<file path="src/rtl/pong_game_ctrl.sv">
// Game-sequencing controller for the Pong datapath: IDLE -> SERVE -> PLAY -> OVER.
// Gates/reloads the ball engine, counts paddle hits as score and tracks lives.
module pong_game_ctrl #(
    parameter int unsigned SERVE_FRAMES = 60,
    parameter int unsigned LIVES        = 3,
    parameter int unsigned LIVES_W      = 2,
    parameter int unsigned SCORE_W      = 8,
    parameter int unsigned MISS_Y       = 470,
    parameter int unsigned START_X      = 312,
    parameter int unsigned START_Y      = 232
) (
    input  logic               clk,
    input  logic               reset_n,
    input  logic               new_frame,
    input  logic               btn_start,
    input  logic               paddle_hit,
    input  logic [8:0]         ball_y,
    output logic               ball_run,
    output logic               ball_load,
    output logic [9:0]         load_x,
    output logic [8:0]         load_y,
    output logic               load_dir_x,
    output logic [SCORE_W-1:0] score,
    output logic [LIVES_W-1:0] lives,
    output logic [1:0]         state,
    output logic               game_over
);

    // A serve length of zero is treated as a one-frame serve.
    localparam int unsigned SERVE_LOAD = (SERVE_FRAMES == 0) ? 1 : SERVE_FRAMES;
    localparam int unsigned CNT_W      = $clog2(SERVE_LOAD + 1);

    localparam logic [CNT_W-1:0]   CNT_LOAD = CNT_W'(SERVE_LOAD);
    localparam logic [CNT_W-1:0]   CNT_ONE  = CNT_W'(1);
    localparam logic [LIVES_W-1:0] LIVES_L  = LIVES_W'(LIVES);
    localparam logic [LIVES_W-1:0] LIVES_1  = LIVES_W'(1);
    localparam logic [SCORE_W-1:0] SCORE_1  = SCORE_W'(1);
    localparam logic [8:0]         MISS_Y_L = 9'(MISS_Y);

    typedef enum logic [1:0] {
        S_IDLE  = 2'd0,
        S_SERVE = 2'd1,
        S_PLAY  = 2'd2,
        S_OVER  = 2'd3
    } state_t;

    state_t             state_q, state_d;
    logic [SCORE_W-1:0] score_q, score_d;
    logic [LIVES_W-1:0] lives_q, lives_d;
    logic [CNT_W-1:0]   cnt_q, cnt_d;
    logic               dir_q, dir_d;
    logic               load_q, load_d;
    logic               run_q, over_q;
    logic               btn_q;
    logic               start_edge;

    assign start_edge = btn_start & ~btn_q;

    // Next-state and datapath updates for the game sequencer.
    always_comb begin
        state_d = state_q;
        score_d = score_q;
        lives_d = lives_q;
        cnt_d   = cnt_q;
        dir_d   = dir_q;
        load_d  = 1'b0;
        case (state_q)
            S_IDLE, S_OVER: begin
                if (start_edge) begin
                    score_d = '0;
                    lives_d = LIVES_L;
                    cnt_d   = CNT_LOAD;
                    load_d  = 1'b1;
                    dir_d   = ~dir_q;
                    state_d = S_SERVE;
                end
            end
            S_SERVE: begin
                if (new_frame) begin
                    cnt_d = cnt_q - CNT_ONE;
                    if (cnt_q <= CNT_ONE) begin
                        state_d = S_PLAY;
                    end
                end
            end
            S_PLAY: begin
                if (paddle_hit && (score_q != '1)) begin
                    score_d = score_q + SCORE_1;
                end
                if (new_frame && (ball_y >= MISS_Y_L)) begin
                    if (lives_q == LIVES_1) begin
                        lives_d = '0;
                        state_d = S_OVER;
                    end else begin
                        lives_d = lives_q - LIVES_1;
                        cnt_d   = CNT_LOAD;
                        load_d  = 1'b1;
                        dir_d   = ~dir_q;
                        state_d = S_SERVE;
                    end
                end
            end
            default: state_d = S_IDLE;
        endcase
    end

    // State and output registers; reset clears everything including any pending load.
    always_ff @(posedge clk) begin
        if (!reset_n) begin
            state_q <= S_IDLE;
            score_q <= '0;
            lives_q <= LIVES_L;
            cnt_q   <= '0;
            dir_q   <= 1'b0;
            load_q  <= 1'b0;
            run_q   <= 1'b0;
            over_q  <= 1'b0;
            btn_q   <= 1'b0;
        end else begin
            state_q <= state_d;
            score_q <= score_d;
            lives_q <= lives_d;
            cnt_q   <= cnt_d;
            dir_q   <= dir_d;
            load_q  <= load_d;
            run_q   <= (state_d == S_PLAY);
            over_q  <= (state_d == S_OVER);
            btn_q   <= btn_start;
        end
    end

    assign ball_run   = run_q;
    assign ball_load  = load_q;
    assign load_x     = 10'(START_X);
    assign load_y     = 9'(START_Y);
    assign load_dir_x = dir_q;
    assign score      = score_q;
    assign lives      = lives_q;
    assign state      = state_q;
    assign game_over  = over_q;

endmodule

</file>
<file path="config.mk">
export PLATFORM = sky130hd
export DESIGN_NAME = pong_game_ctrl
export DESIGN_NICKNAME = d
export VERILOG_FILES = /design/src/rtl/pong_game_ctrl.sv
export SDC_FILE = /design/constraint.sdc
export NUM_CORES = 1
export LEC_CHECK = 0
export ABC_CLOCK_PERIOD_IN_PS = 1800
export CAP_MARGIN = 25
export CORE_UTILIZATION = 40
export DETAILED_ROUTE_END_ITERATION = 8
export PLACE_DENSITY = 0.86
export SLEW_MARGIN = 10
export SYNTH_ARGS = -nofsm -noshare
export SYNTH_HDL_FRONTEND = slang
export SYNTH_SLANG_ARGS = --single-unit
export TNS_END_PERCENT = 1
</file>
<file path="constraint.sdc">
create_clock -name clk -period 1.8 [get_ports clk]
set_clock_uncertainty 0.2 [all_clocks]
set_input_delay 0.36 -clock clk [delete_from_list [all_inputs] [get_ports clk]]
set_output_delay 0.36 -clock clk [all_outputs]
set_load 0.05 [all_outputs]
</file>
Word-level counts from Yosys, hierarchy flattened
Index checks and enable logic that the tools add are counted.
{ "word_totals": {"memories": 0, "elab_cells": 64, "latch_bits": 0, "output_inout_bits": 35, "rom_bits": 0, "mem_bits_rw": 0, "in_bits": 14, "reg_bits": 23} }
{ "classes": {"eq_ne": 12, "n_reduce_logical": 9, "n_mux": 26, "div_mod_pow": 0, "bitwise": 3, "addsub": 3, "mul": 0, "n_shift": 0, "n_lt_le_gt_ge": 2} }
{ "ops": {"columns": ["operator", "count"], "rows": [
  ["6-bit 2-to-1 mux", 4],
  ["6-bit one-hot mux with 3 select lines", 1],
  ["2-bit 2-to-1 mux", 8],
  ["8-bit 2-to-1 mux", 2],
  ["8-bit one-hot mux with 2 select lines", 1],
  ["2-bit != test, second input constant", 5],
  ["9-bit greater-or-equal comparator, second input constant", 1],
  ["8-bit by 1-bit adder with 8-bit output, second input constant", 1],
  ["2-bit == test, second input constant", 4],
  ["8-bit != test, second input constant", 1],
  ["4-bit AND reduction", 2],
  ["6-bit by 1-bit <= comparator with 1-bit output, second input constant", 1],
  ["1-bit 2-to-1 mux", 6],
  ["2-bit one-hot mux with 3 select lines", 1],
  ["3-bit AND reduction", 2],
  ["6-bit by 1-bit subtractor with 6-bit output, second input constant", 1],
  ["2-bit by 1-bit == test with 1-bit output, second input constant", 2],
  ["1-bit one-hot mux with 2 select lines", 2],
  ["2-bit one-hot mux with 2 select lines", 1],
  ["1-bit logical AND", 2],
  ["2-bit zero test", 1],
  ["1-bit inverter", 2],
  ["2-bit nonzero test", 1],
  ["2-bit OR reduction", 1],
  ["2 further kinds", 2]
]} }

Depth between registers and ports, before layout
Gate-level depths: netlist of the first run.
{ "logic_depth": {"word_depth": 5, "depth_mapped": 8, "mapped_depth_nobuf": 7} }

Worst setup path before layout of the first run
OpenSTA, ideal clock, no wires.
{ "synth_path": {"path_type": "reg2reg", "from": "reg state_q[0] (netlist: state[0])", "to": "reg score_q[5] (netlist: score[5])", "stages_incl_launch_ff": 9, "period_less_slack_ns": 2.303, "arrival_ns": 1.973, "required_time_ns": 1.470, "slack_ns": -0.503, "path_buffers": 1, "setup_ns": 0.130, "path_cell_list": "dfxtp_1 inv_1 ha_1 buf_2 mux2i_1 a211oi_1 nand4_1 xor2_1 nor2_1"} }
{ "synth_between": {"elab_chain_len": 4, "elab_cells_between_ends": 9, "classes_between": "eq/ne (4); mux (1); reduce/logical (4)"} }
{ "synth_rtl": {"columns": ["item", "line", "rtl"], "rows": [
  ["start, declared", "47", "state_t state_q, state_d;"],
  ["start signal, assigned", "120", "state_q <= state_d;"],
  ["2-bit == test or 2-bit zero test (tied branches)", "67", "case (state_q)"],
  ["2-bit OR reduction", "67", null],
  ["2-bit != test (no source line) or 2-bit nonzero test (tied branches)", null, null],
  ["3-bit AND reduction (no source line)", null, null],
  ["end signal, assigned", "121", "score_q <= score_d;"],
  ["end, declared", "48", "logic [SCORE_W-1:0] score_q, score_d;"]
]} }
Several ways; a longest one is shown, not always the timed one.
A chain may end at the register's enable or synchronous reset.

Final worst setup path of the first run
{ "layout_path": {"from": "reg cnt_q[2]", "to": "reg run_q (netlist: ball_run)"} }
{ "layout_between": {"elab_chain_len": 5} }
{ "layout_rtl": {"columns": ["item", "line", "rtl"], "rows": [
  ["start, declared", "50", "logic [CNT_W-1:0] cnt_q, cnt_d;"],
  ["start signal, assigned", "123", "cnt_q <= cnt_d;"],
  ["6-bit by 1-bit <= comparator with 1-bit output", "81", "if (cnt_q <= CNT_ONE) begin"],
  ["2-bit 2-to-1 mux", "81", null],
  ["2-bit 2-to-1 mux", "79", "if (new_frame) begin"],
  ["2-bit one-hot mux with 3 select lines", "67", null],
  ["2-bit == test", "126", "run_q <= (state_d == S_PLAY);"],
  ["end signal, assigned", "126", null],
  ["end, declared", "53", "logic run_q, over_q;"]
]} }
No other way between the ends.

==> run metrics, run 1 <==
most frequent cells in the layout=40 x buf_4, 19 x conb_1, 15 x dfxtp_1, 14 x nor2_1, 13 x buf_12; die extent in x=61.30 um; CTS Buf Count=3; outcome=complete, but fails checks; DRC errors left=0; Syn Inst Count=164; Leak Pwr=0.0009269 uW; Gate power share=0.363; Net Sw Power=442.9 uW; HP Start=cnt_q[5]$_SDFFE_PN0P_; # fillers=274; ys flop type=dfxtp_1; # IOs=49; critical path, cell by cell=or4b_4 -> or3_4 -> a211oi_2 -> o22a_2 -> nor2b_4; DRT Pass-1 Iters=4; main combinational cell family by area after synthesis=simple AND/OR/NAND/NOR gates; Power Dens Cells=572.2 nW/um2; Sink Count=23; Worst-path clk slew=0.13 ns; clk buf depth=2; DRT iter0 DRCs=46; Adder-Cell Fraction of Synth Area=0.05338; synthesized area=1406 um2; first-pass GRT wire length=5.485 mm; Final Max Slew Viols=0; critical path's slowest cell=or4b_4; crit-path leading delay family=simple AND/OR/NAND/NOR gates; pin count of the biggest net entering global routing=14; buffer and inverter count on the worst path=0; Final ANT Viol Nets=0; Layout Area Growth over Synthesis=54.45%; Final WS setup=-0.1601 ns; initial antenna violation count=0; FF-to-FF setup slack=-0.16 ns; gr usage total=0.1979; Final Critical Period=1.960 ns; endpoints failing setup=14; ratio of routed vias to standard cells=4.865; DR WL/cell=12.05 um; r2r startpoint=cnt_q[2]$_SDFFE_PN0P_; placed cell areas=2083 um2; RR Endpoint=ball_run$_SDFF_PN0_; CP peak stage delay=0.53 ns; failing checks=setup timing; sequential-to-total area share from yosys stat=0.3274; full die area=3757 um2; mux share of post-synthesis cell area=0.02135; total gr overflow=0; final count of hold timing violations=0; Yosys Warn Count=0; critical path capture point type=flop; Max FO, Critical Path=3; hold path depth=1; Worst Hold Class=reg2reg; Initial Util=0.4182; RSZ-0062 raised after global routing=true; die height=61.30 um; hold endpoint=cnt_q[5]$_SDFFE_PN0P_; Critical Path AT=2.03 ns; vias in the first global route=1255; Final Cell Area=2172 um2; layout cells sized above 1=0.3668; Final period util=1.089; Root Buffer=clkbuf_4; Port Buffers=28; number of synthesized flops with an enable pin=0; Crit path required time=1.87 ns; register area=478.0 um2; Routability Congestion=0.8338; post-synthesis register bit count=23; row count=21; Vias=1338; Setup TNS=-0.8552 ns; Synth Area in XOR/XNOR=0.04982; Flop pwr share=0.441; Sw Ratio=0.3563; Clk pwr share=0.196; total power=1243 uW; CP Launch Type=flop; Int Pwr=800.0 uW; later-pin clock latency in the skew report=0.31 ns; ant diodes=0; maximum VDD drop=0.3140 mV; simple-gate area share of the yosys netlist=0.2020; Detailed Place HPWL=2.520 mm; Setup Crit Path Kind=reg2reg; DRT Wirelength=3.315 mm; synth unique cells=41; syn avg cell area=8.575 um2; CTS tree=yes; Async SR Flop Fraction=0; area of the multi-input gates=865.8 um2; fin nets=250; Max-cap violations=0; highest clock rate=510.2 MHz; hold_buf cts=0; H-Tree Depth=1; commonest non-fill, non-tap cell in the layout=buf_4; CORE AREA=3363 um2; Compound-Gate Fraction of Synth Area=0.1948; Worst R2R Path Depth=5
[stage by stage]
step,hold slack [ns],cells,setup WS (ns),utilization
after detailed placement,0.2801,269,-0.6132,0.6194
after CTS,0.3152,274,-0.2298,0.6406
final,0.3107,275,-0.1601,0.6458
after global routing,0.3395,275,-0.2146,0.6458
after floorplan,0.2404,181,-0.08083,-
after global placement,0.2776,269,-0.5800,0.6194
[power groups by stage]
stage / Clock (uW) / Combinational (uW) / Sequential (uW)
2_1_floorplan: 0 / 265 / 588
5_1_grt: 280 / 482 / 552
4_1_cts: 252 / 443 / 547
6_report: 243 / 451 / 548
3_3_place_gp: 0 / 412 / 557
3_5_place_dp: 0 / 422 / 557
[worst register-to-register path, cell delays in order, from the launching register on]
cell and delay (ns):
dfxtp_2 0.34, or4b_4 0.53, or3_4 0.35, a211oi_2 0.18, o22a_2 0.19, nor2b_4 0.12
[registers in the layout, summed over array words and instances, names as in the netlist]
signal	count
ball_load	1
ball_run	1
btn_q	1
cnt_q	6
game_over	1
lives	2
load_dir_x	1
score	8
state	2
[how the worst max path moves through the flow]
stage / startpoint / to / slack, ns / depth (start not counted)
after global placement: new_frame / ball_run$_SDFF_PN0_ / -0.58 / 6
after global routing: cnt_q[2]$_SDFFE_PN0P_ / ball_run$_SDFF_PN0_ / -0.21 / 5
final: cnt_q[2]$_SDFFE_PN0P_ / ball_run$_SDFF_PN0_ / -0.16 / 5
after floorplan: cnt_q[4]$_SDFFE_PN0P_ / ball_run$_SDFF_PN0_ / -0.08 / 5
after detailed placement: new_frame / cnt_q[0]$_SDFFE_PN0P_ / -0.61 / 7
after CTS: cnt_q[2]$_SDFFE_PN0P_ / ball_run$_SDFF_PN0_ / -0.23 / 5
[kinds of logic after synthesis]
group,after synthesis
AND/OR/NAND/NOR,53
XOR/XNOR,8
buffers and inverters,34
AO/OA/AOI/OAI,35
multiplexers,3
other,2
adder cells (fa/ha/maj),6
flip-flops,23
[synthesized netlist by cell type (2+ instances only)]
master | number | area, um2
dfxtp_1 | 23 | 460.4
buf_4 | 20 | 150.1
nor2_1 | 14 | 52.55
inv_1 | 11 | 41.29
a21oi_1 | 9 | 45.04
nand2_1 | 8 | 30.03
ha_1 | 6 | 75.07
nand2b_1 | 5 | 31.28
nand3_1 | 5 | 25.02
o21ai_1 | 5 | 25.02
xor2_1 | 5 | 43.79
a211oi_1 | 4 | 30.03
nor3_1 | 4 | 20.02
a311oi_1 | 3 | 26.28
and3_1 | 3 | 18.77
mux2i_1 | 3 | 30.03
nand4_1 | 3 | 18.77
xnor2_1 | 3 | 26.28
a211oi_2 | 2 | 25.02
a21o_1 | 2 | 15.01
a32o_1 | 2 | 20.02
and2_1 | 2 | 12.51
and4_1 | 2 | 17.52
buf_2 | 2 | 10.01
conb_1 | 2 | 7.510
[layout make-up]
cell class                 count  share of cell area
timing repair buffer          67              0.3232
sequential                    23              0.2200
tap                           46             0.02650
clock inverter                 1            0.002304
inverter                      11             0.01901
clock buffer                   3             0.01037
multi-input combinational    124              0.3986
[layer usage]
layer  GRT usage  share of wire
met2      0.3401           0.50
met4     0.06169          0.011
met3     0.01891          0.032
met1      0.2620           0.46
met5           0              0
[timing repair]
item	CTS	global route
endpoints found under the hold margin	0	0
setup endpoints to repair	18	21
resized for setup	10	4
cloned	0	0
pin swaps	10	5
buffers inserted	1	1
Power figures use the tool's default switching activity.
==> inputs of run 2 (changes only) <==
SLEW_MARGIN = 40   (was 10)
==> results of run 2 <==
Same layout as run 1: the final DEF is identical, and so are final timing and power.
